===== config.mk =====
export PLATFORM = sky130hd
export DESIGN_NAME = periph_bus_ctrl
export DESIGN_NICKNAME = d
export VERILOG_FILES = /design/src/rtl/periph_bus_ctrl.sv
export SDC_FILE = /design/constraint.sdc
export NUM_CORES = 1
export LEC_CHECK = 0
export ABC_CLOCK_PERIOD_IN_PS = 8800
export CORE_ASPECT_RATIO = 0.75
export CORE_MARGIN = 4
export CORE_UTILIZATION = 40
export CTS_BUF_LIST = sky130_fd_sc_hd__clkbuf_8
export DETAILED_ROUTE_END_ITERATION = 8
export HOLD_SLACK_MARGIN = 0.03
export PLACE_DENSITY_LB_ADDON = 0.15
export SKIP_LAST_GASP = 1
export SYNTH_ARGS = -nofsm -noshare
export SYNTH_HDL_FRONTEND = slang
export SYNTH_SLANG_ARGS = --single-unit
export TNS_END_PERCENT = 100

===== constraint.sdc =====
create_clock -name clk -period 8.8 [get_ports clk]
set_input_delay 2.64 -clock clk [delete_from_list [all_inputs] [get_ports clk]]
set_output_delay 2.64 -clock clk [all_outputs]
set_load 0.05 [all_outputs]

===== src/rtl/periph_bus_ctrl.sv =====
// periph_bus_ctrl
//   Steers CPU data accesses either to dmem (single-cycle, combinational ack)
//   or to one of four peripheral slots inside a 64-byte window. Each
//   peripheral access is a short transaction: a one-cycle chip-enable pulse,
//   a ready wait bounded by a timeout, then a one-cycle ack to the CPU.
//
// Ports
//   clk, reset        system clock, synchronous active-high reset
//   cpu_req           CPU access request (level, held until cpu_ack)
//   daddr, dwdata, we CPU byte address, write data, byte enables (0 = read)
//   drdata            dmem read data
//   p_rdata, p_ready  per-slot read data (32 bits per slot) and ready strobes
//   cpu_rdata         read data returned to the CPU
//   cpu_ack, cpu_err  access complete / access timed out
//   dmem_we           byte enables forwarded to dmem
//   p_ce              one-hot slot chip enable
//   p_we, p_be        peripheral write strobe and byte enables
//   p_addr, p_wdata   peripheral word select and write data
//   err_count         saturating count of timed-out accesses
//
// state  | meaning
// IDLE   | no peripheral access; dmem path live
// ACCESS | chip-enable pulse to the latched slot
// WAIT   | waiting for ready on the latched slot, timeout counting
// DONE   | ack to CPU with latched data / error
module periph_bus_ctrl #(
  parameter logic [31:0] PBASE    = 32'h0000_0400,
  parameter int          TIMEOUT  = 16,
  parameter logic [31:0] ERR_DATA = 32'hDEAD_BEEF
) (
  input  logic         clk,
  input  logic         reset,
  input  logic         cpu_req,
  input  logic [31:0]  daddr,
  input  logic [31:0]  dwdata,
  input  logic [3:0]   we,
  input  logic [31:0]  drdata,
  input  logic [127:0] p_rdata,
  input  logic [3:0]   p_ready,
  output logic [31:0]  cpu_rdata,
  output logic         cpu_ack,
  output logic         cpu_err,
  output logic [3:0]   dmem_we,
  output logic [3:0]   p_ce,
  output logic         p_we,
  output logic [3:0]   p_be,
  output logic [1:0]   p_addr,
  output logic [31:0]  p_wdata,
  output logic [7:0]   err_count
);

  localparam int CW = $clog2(TIMEOUT) + 1;

  typedef enum logic [1:0] {
    IDLE   = 2'd0,
    ACCESS = 2'd1,
    WAIT   = 2'd2,
    DONE   = 2'd3
  } state_t;

  state_t        state, state_nxt;
  logic [1:0]    slot_l;
  logic [1:0]    word_l;
  logic [3:0]    we_l;
  logic [31:0]   wdata_l;
  logic [31:0]   rdata_l;
  logic          err_l;
  logic [CW-1:0] cnt;

  logic          hit;
  logic          ready_sel;
  logic          timeout_hit;
  logic [31:0]   slot_rdata;
  logic          dmem_go;

  // Byte-offset bits and the low bits of the window base play no role in decode.
  logic unused_bits;
  assign unused_bits = ^{daddr[1:0], PBASE[5:0]};

  assign hit         = (daddr[31:6] == PBASE[31:6]);
  assign ready_sel   = p_ready[slot_l];
  assign timeout_hit = (cnt == CW'(TIMEOUT - 1));
  assign slot_rdata  = p_rdata[{slot_l, 5'b0} +: 32];

  // dmem accesses are only served while no peripheral transaction is in
  // flight; otherwise the CPU simply stalls.
  assign dmem_go = !reset && cpu_req && !hit && (state == IDLE);

  always_ff @(posedge clk) begin
    if (reset) begin
      state <= IDLE;
    end else begin
      state <= state_nxt;
    end
  end

  always_comb begin
    state_nxt = state;
    case (state)
      IDLE:    if (cpu_req && hit) state_nxt = ACCESS;
      ACCESS:  state_nxt = WAIT;
      WAIT:    if (ready_sel || timeout_hit) state_nxt = DONE;
      DONE:    state_nxt = IDLE;
      default: state_nxt = IDLE;
    endcase
  end

  always_ff @(posedge clk) begin
    if (reset) begin
      slot_l    <= '0;
      word_l    <= '0;
      we_l      <= '0;
      wdata_l   <= '0;
      rdata_l   <= '0;
      err_l     <= 1'b0;
      cnt       <= '0;
      err_count <= '0;
    end else begin
      case (state)
        IDLE: begin
          if (cpu_req && hit) begin
            slot_l  <= daddr[5:4];
            word_l  <= daddr[3:2];
            we_l    <= we;
            wdata_l <= dwdata;
            rdata_l <= '0;
            err_l   <= 1'b0;
            cnt     <= '0;
          end
        end
        WAIT: begin
          if (ready_sel) begin
            rdata_l <= (we_l == 4'b0) ? slot_rdata : 32'h0;
            err_l   <= 1'b0;
          end else if (timeout_hit) begin
            rdata_l <= (we_l == 4'b0) ? ERR_DATA : 32'h0;
            err_l   <= 1'b1;
          end else begin
            cnt <= cnt + 1'b1;
          end
        end
        DONE: begin
          if (err_l && (err_count != 8'hFF)) begin
            err_count <= err_count + 8'd1;
          end
        end
        default: ;
      endcase
    end
  end

  // Address, data and byte enables are driven straight from the latches so
  // they stay stable through WAIT and read as zero after reset.
  assign p_be    = we_l;
  assign p_addr  = word_l;
  assign p_wdata = wdata_l;

  always_comb begin
    p_ce      = 4'b0;
    p_we      = 1'b0;
    cpu_ack   = 1'b0;
    cpu_err   = 1'b0;
    cpu_rdata = 32'h0;
    dmem_we   = 4'b0;
    if (!reset) begin
      if (dmem_go) begin
        dmem_we   = we;
        cpu_rdata = drdata;
        cpu_ack   = 1'b1;
      end
      case (state)
        ACCESS: begin
          p_ce[slot_l] = 1'b1;
          p_we         = |we_l;
        end
        DONE: begin
          cpu_ack   = 1'b1;
          cpu_err   = err_l;
          cpu_rdata = rdata_l;
        end
        default: ;
      endcase
    end
  end

endmodule


Word level (Yosys, flattened, before mapping):

Cells that the tools add are included.

* flip-flop bits (word level): 88
* output and inout bits: 89
* logic and storage cells: 78

* add/sub/neg operators: 2
* order comparisons: 2
* eq/ne operators: 11
* shift operators: 1
* multiplexer cells: 35
* reduce and logical (&&, ||, !) cells: 18

Operators by type and width (number)
* $mux W32: 8
* $shiftx A128 B8 Y32: 1
* $pmux W32 S2: 1
* $eq A26 B5 Y1 const B: 1
* $mux W4: 4
* $mux W5: 3
* $mux W1: 12
* $pmux W5 S2: 1
* $add A8 B1 Y8 const B: 1
* $ne A8 B8 Y1 const B: 1
* $pmux W2 S4: 1
* $logic_and A1 B1 Y1: 6
* $ne A2 B2 Y1 const B: 3
* $reduce_and A2 Y1: 3
* $add A5 B1 Y5 const B: 1
* $eq A5 B4 Y1 const B: 1
* $eq A2 B2 Y1 const B: 2
* $logic_not A4 Y1: 1
* $mux W2: 2
* $reduce_and A4 Y1: 1
* $reduce_or A4 Y1: 1
* $lt A2 B3 Y1 const B: 1
* $ne A3 B3 Y1 const B: 1
* $reduce_and A3 Y1: 1
* other kinds (10): 11

Logic depth before layout (Yosys ltp):

* depth after elaboration: 7
* mapped depth: 7

Worst setup path before layout:

OpenSTA, ideal clock, no wires.

* path type: input port to output port
* start: input daddr[21]
* end: output cpu_ack
* arrival: 4.309 ns
* path slack: 1.851 ns
* stages on the path: 5
* cells stage by stage: or4_1 o311a_1 o21bai_2 clkbuf_1 inv_1

* longest elaborated chain between the ends: 7

RTL lines
* start: declaration: line 34 `input logic [31:0] daddr,`
* $eq A26 B5 Y1: line 80 `assign hit = (daddr[31:6] == PBASE[31:6]);`
* $logic_not A1 Y1: line 87 `assign dmem_go = !reset && cpu_req && !hit && (state == IDLE);`
* $logic_and A1 B1 Y1 (2 in a row): line 87
* $mux W1: line 166 `if (dmem_go) begin`
* $mux W1: line 171 `case (state)`
* $mux W1: line 165 `if (!reset) begin`
* end: declaration: line 41 `output logic cpu_ack,`

Every way passes these cells.

Final worst setup path:

* start: input daddr[13]
* end: output dmem_we[2]

* longest elaborated chain between the ends: 6

RTL lines
* $eq A26 B5 Y1: line 80
* $logic_not A1 Y1: line 87
* $logic_and A1 B1 Y1 (2 in a row): line 87
* $mux W4: line 166
* $mux W4: line 165
* end: declaration: line 43 `output logic [3:0] dmem_we,`

Every way passes these cells.

==> results.md <==
* FF+latch count, synth at 88
* H-tree depth at 3
* Launch point of the worst hold path: rdata_l[16]
* Commonest non-fill, non-tap cells in the layout: 287 x clkdlybuf4s50_1, 108 x mux2i_1, 86 x nor2_1, 86 x dfxtp_1, 38 x buf_4
* Min Clock Period, post-route at roughly 8000 ps
* DRC Markers at 0
* Layout fillers at 971
* Inserted Diodes at 0
* Sum of met2 wire segment lengths after detailed routing at around 9100 um
* Share of final-layout standard cells stronger than drive strength 1 at 11.6%
* Cell type with the highest occurrence count on the critical path: clkdlybuf4s50_1
* Pin count of the biggest net entering global routing at 63
* Chip Width at 139 um
* Critical path launch point: daddr[13]
* Period utilization at about nine tenths
* Startpoint type of the worst setup path: input port
* Quantity of I/O buffers inserted on ports at 321
* Total power divided by cell area at 129 nW/um2
* Area growth from synthesis to layout at 66.9%
* Leakage power of the design at 2.88 nW
* Area of the core at 12,400 um2
* Total number of yosys warnings at 0
* Standard cell with the maximum stage delay on the critical path: clkdlybuf4s50_1
* M1 wire length at 6900 um
* Worst clock skew at ~9.8 ps
* Placed Cells at slightly below 1,000
* Post-CTS Setup Bufs at 0
* Run status: finished clean
* Number of max-slew violations in the final report at 0
* Average routed wire per standard cell at 18.1 um
* Drt first pass iters at 4
* Number of nets with antenna violations after routing at 0
* # nets final at approximately 1,100
* Tightest Pin Transition at 1120 ps
* Root buffer cell: clkbuf_8
* Commonest register cell after synthesis: dfxtp_1
* Total number of placement rows at 35
* Total via count in the routed design at 5,016
* Maximum clock insertion buffer count at 2
* Cell depth of the worst min-delay path at 2
* Total global routing overflow at 0
* Start-to-end type of the worst setup path: input port to output pin
* Highest clock rate at approximately 130 MHz
* Total number of clock tree sinks at roughly 90
* Final setup margin at 956 ps
* Post-Place Worst Slack at 949 ps
* Slowest Stage Delay on Critical Path at 700 ps
* Post-synth top area cell: dfxtp_1
* Number of buffers created by CTS at 9
* Worst-Skew Late Latency at approximately 360 ps
* Setup_tns at 0 ps
* Clk pin slew, worst setup/hold paths at 80 ps
* Number of non-filler instances in the completed layout at a little under 1,000
* Required time at the worst-slack endpoint at 6160 ps
* Max cap viols at 0
* Global placer's final weighted congestion at 0.848
* Startpoint of the worst-slack reg-to-reg timing path: slot_l[0]
* Met3 routed WL at 1430 um
* TritonCTS clock tree: yes
* Gr usage total at 23.5%
* Die ar. at 14,700 um2
* Leading cell types by total area after synthesis: dfxtp_1 34%, mux2i_1 21%, mux4_2 15%
* Setup-violating endpoint count in the final report at 0
* Reg2reg setup slack at 5940 ps
* Sequential-to-total area share from yosys stat at 34.5%
* Count of hold buffers inserted by post-cts repair at 0
* Via count of the first global-routing pass at between 5,000 and 6,000
* Iter 0 DRT Violations at 240
* Starting utilization of the core area at 41.3%
* Number of antenna violations at the first check in global routing at 0
* Vertical die dimension at 106 um
* Post-synth EDFFs at 0
* Combined area of all synthesized cells at 5110 um2
* Final hold viol count at 0
* Setup crit end kind: output pin
* Wire length of the first global-routing pass at between 20,000 and 30,000 um
* I/O pin total at 324
* Most common cell after layout, fill and taps aside: clkdlybuf4s50_1
* Drt total wl at ~18,000 um
* Unrepaired setup endpoints after global routing: no
* Post-cts sizing count at 0
* Worst-path fanout max at 4
* Worst VDD drop at 0.0882 mV
* Path depth of the worst reg2reg path at 6
* Data arrival time of the critical path at 5200 ps
* Class of the tightest hold or removal check: flip-flop to flip-flop
* Number of distinct library cells after synthesis at 45
* Vias per cell at 5.11
* Mapped Cells at ~500
* Proportion of register bits with asynchronous set or reset after synthesis at 0%
* Top-area cell type share of the netlist area at 34.5%
* Highest routed metal layer: met4
* Post-detail-place hpwl at 14,000 um
* Mapped Nets at 757
* Max-slew headroom at the worst pin at 25.6%
* Average cell area after synthesis at 9.95 um2
* Series of cell instances along the critical path: clkdlybuf4s50_1 -> nor4_1 -> nand4_1 -> o311a_1 -> nor2b_1 -> and2_1 -> clkdlybuf4s50_1
==> logic make-up (layout without fill, tap and decap cells) <==
kind of cell,after synthesis,count (layout),synth area share (%)
adder cells (fa/ha/maj),8,8,1.96
AND/OR/NAND/NOR,180,180,17.7
XOR/XNOR,6,6,1.03
AO/OA/AOI/OAI,45,45,4.99
flip-flops,88,88,34.5
multiplexers,142,142,35.9
buffers and inverters,45,347,3.94
==> registers in the layout, indices dropped and copies added (netlist names) <==
signal	flops
p_be	4
cnt	5
slot_l	2
rdata_l	32
state	2
p_wdata	32
p_addr	2
err_count	8
err_l	1
==> Yosys cell counts, types with 2 or more instances <==
master	count
nor3_1	5
mux2i_1	108
nand3b_1	2
nor2b_1	2
clkbuf_1	23
inv_1	7
o21ai_0	28
and3_1	2
nand2b_1	36
a21oi_1	7
dfxtp_1	88
and4b_1	2
and2_1	5
nor3b_1	2
buf_1	4
nand2_1	17
buf_2	8
nor2_1	86
xnor2_1	5
mux4_2	33
ha_1	8
nor4_1	6
nand4_1	2
buf_6	3
nand3_1	5
==> worst max-delay path: cells and delay by family <==
| family | cells | cell delay [ps] |
|---|---|---|
| AO/OA/AOI/OAI | 1 | 470 |
| buffers and inverters | 2 | 1100 |
| AND/OR/NAND/NOR | 4 | 990 |
==> layer usage <==
layer | track usage, % | vias to the layer above
met3 | 8.54 | 30
met2 | 41.8 | 179
met4 | 6.91 | 0
met1 | 26.5 | 2381
li1 | - | 2426
met5 | 0 | -
==> where the power goes <==
part           switching, mW  total, mW  leakage, nW  internal, mW
clock                  0.142      0.300        0.106         0.158
combinational          0.201      0.394         2.07         0.192
sequential           0.00381      0.405        0.710         0.401
total                  0.347       1.10         2.88         0.751
==> stage by stage <==
stage                     hold WS, ps  utilization (%)  cell area (um2)  total power, mW
after floorplan                   445                -             5110            0.647
after global placement            458             67.2             8330            0.800
after detailed placement          461             67.2             8330            0.808
after CTS                         485             68.8             8530             1.11
after global routing              505             68.8             8530             1.14
final                             482             68.8             8530             1.10
==> final timing paths <==
kind,endpoint
min,rdata_l[16]
max reg2reg,rdata_l[4]
max,dmem_we[2]
min reg2reg,rdata_l[16]
==> final cells by class <==
cell class | count | area [um2] | area share (%)
Multi-Input combinational cell | 381 | 3160 | 37.1
Timing Repair Buffer | 326 | 3160 | 37.1
Sequential cell | 88 | 1760 | 20.7
Tap cell | 166 | 208 | 2.43
Clock buffer | 9 | 124 | 1.45
Clock inverter | 5 | 82.6 | 0.968
Inverter | 7 | 26.3 | 0.308
Power figures use the tool's default switching activity.
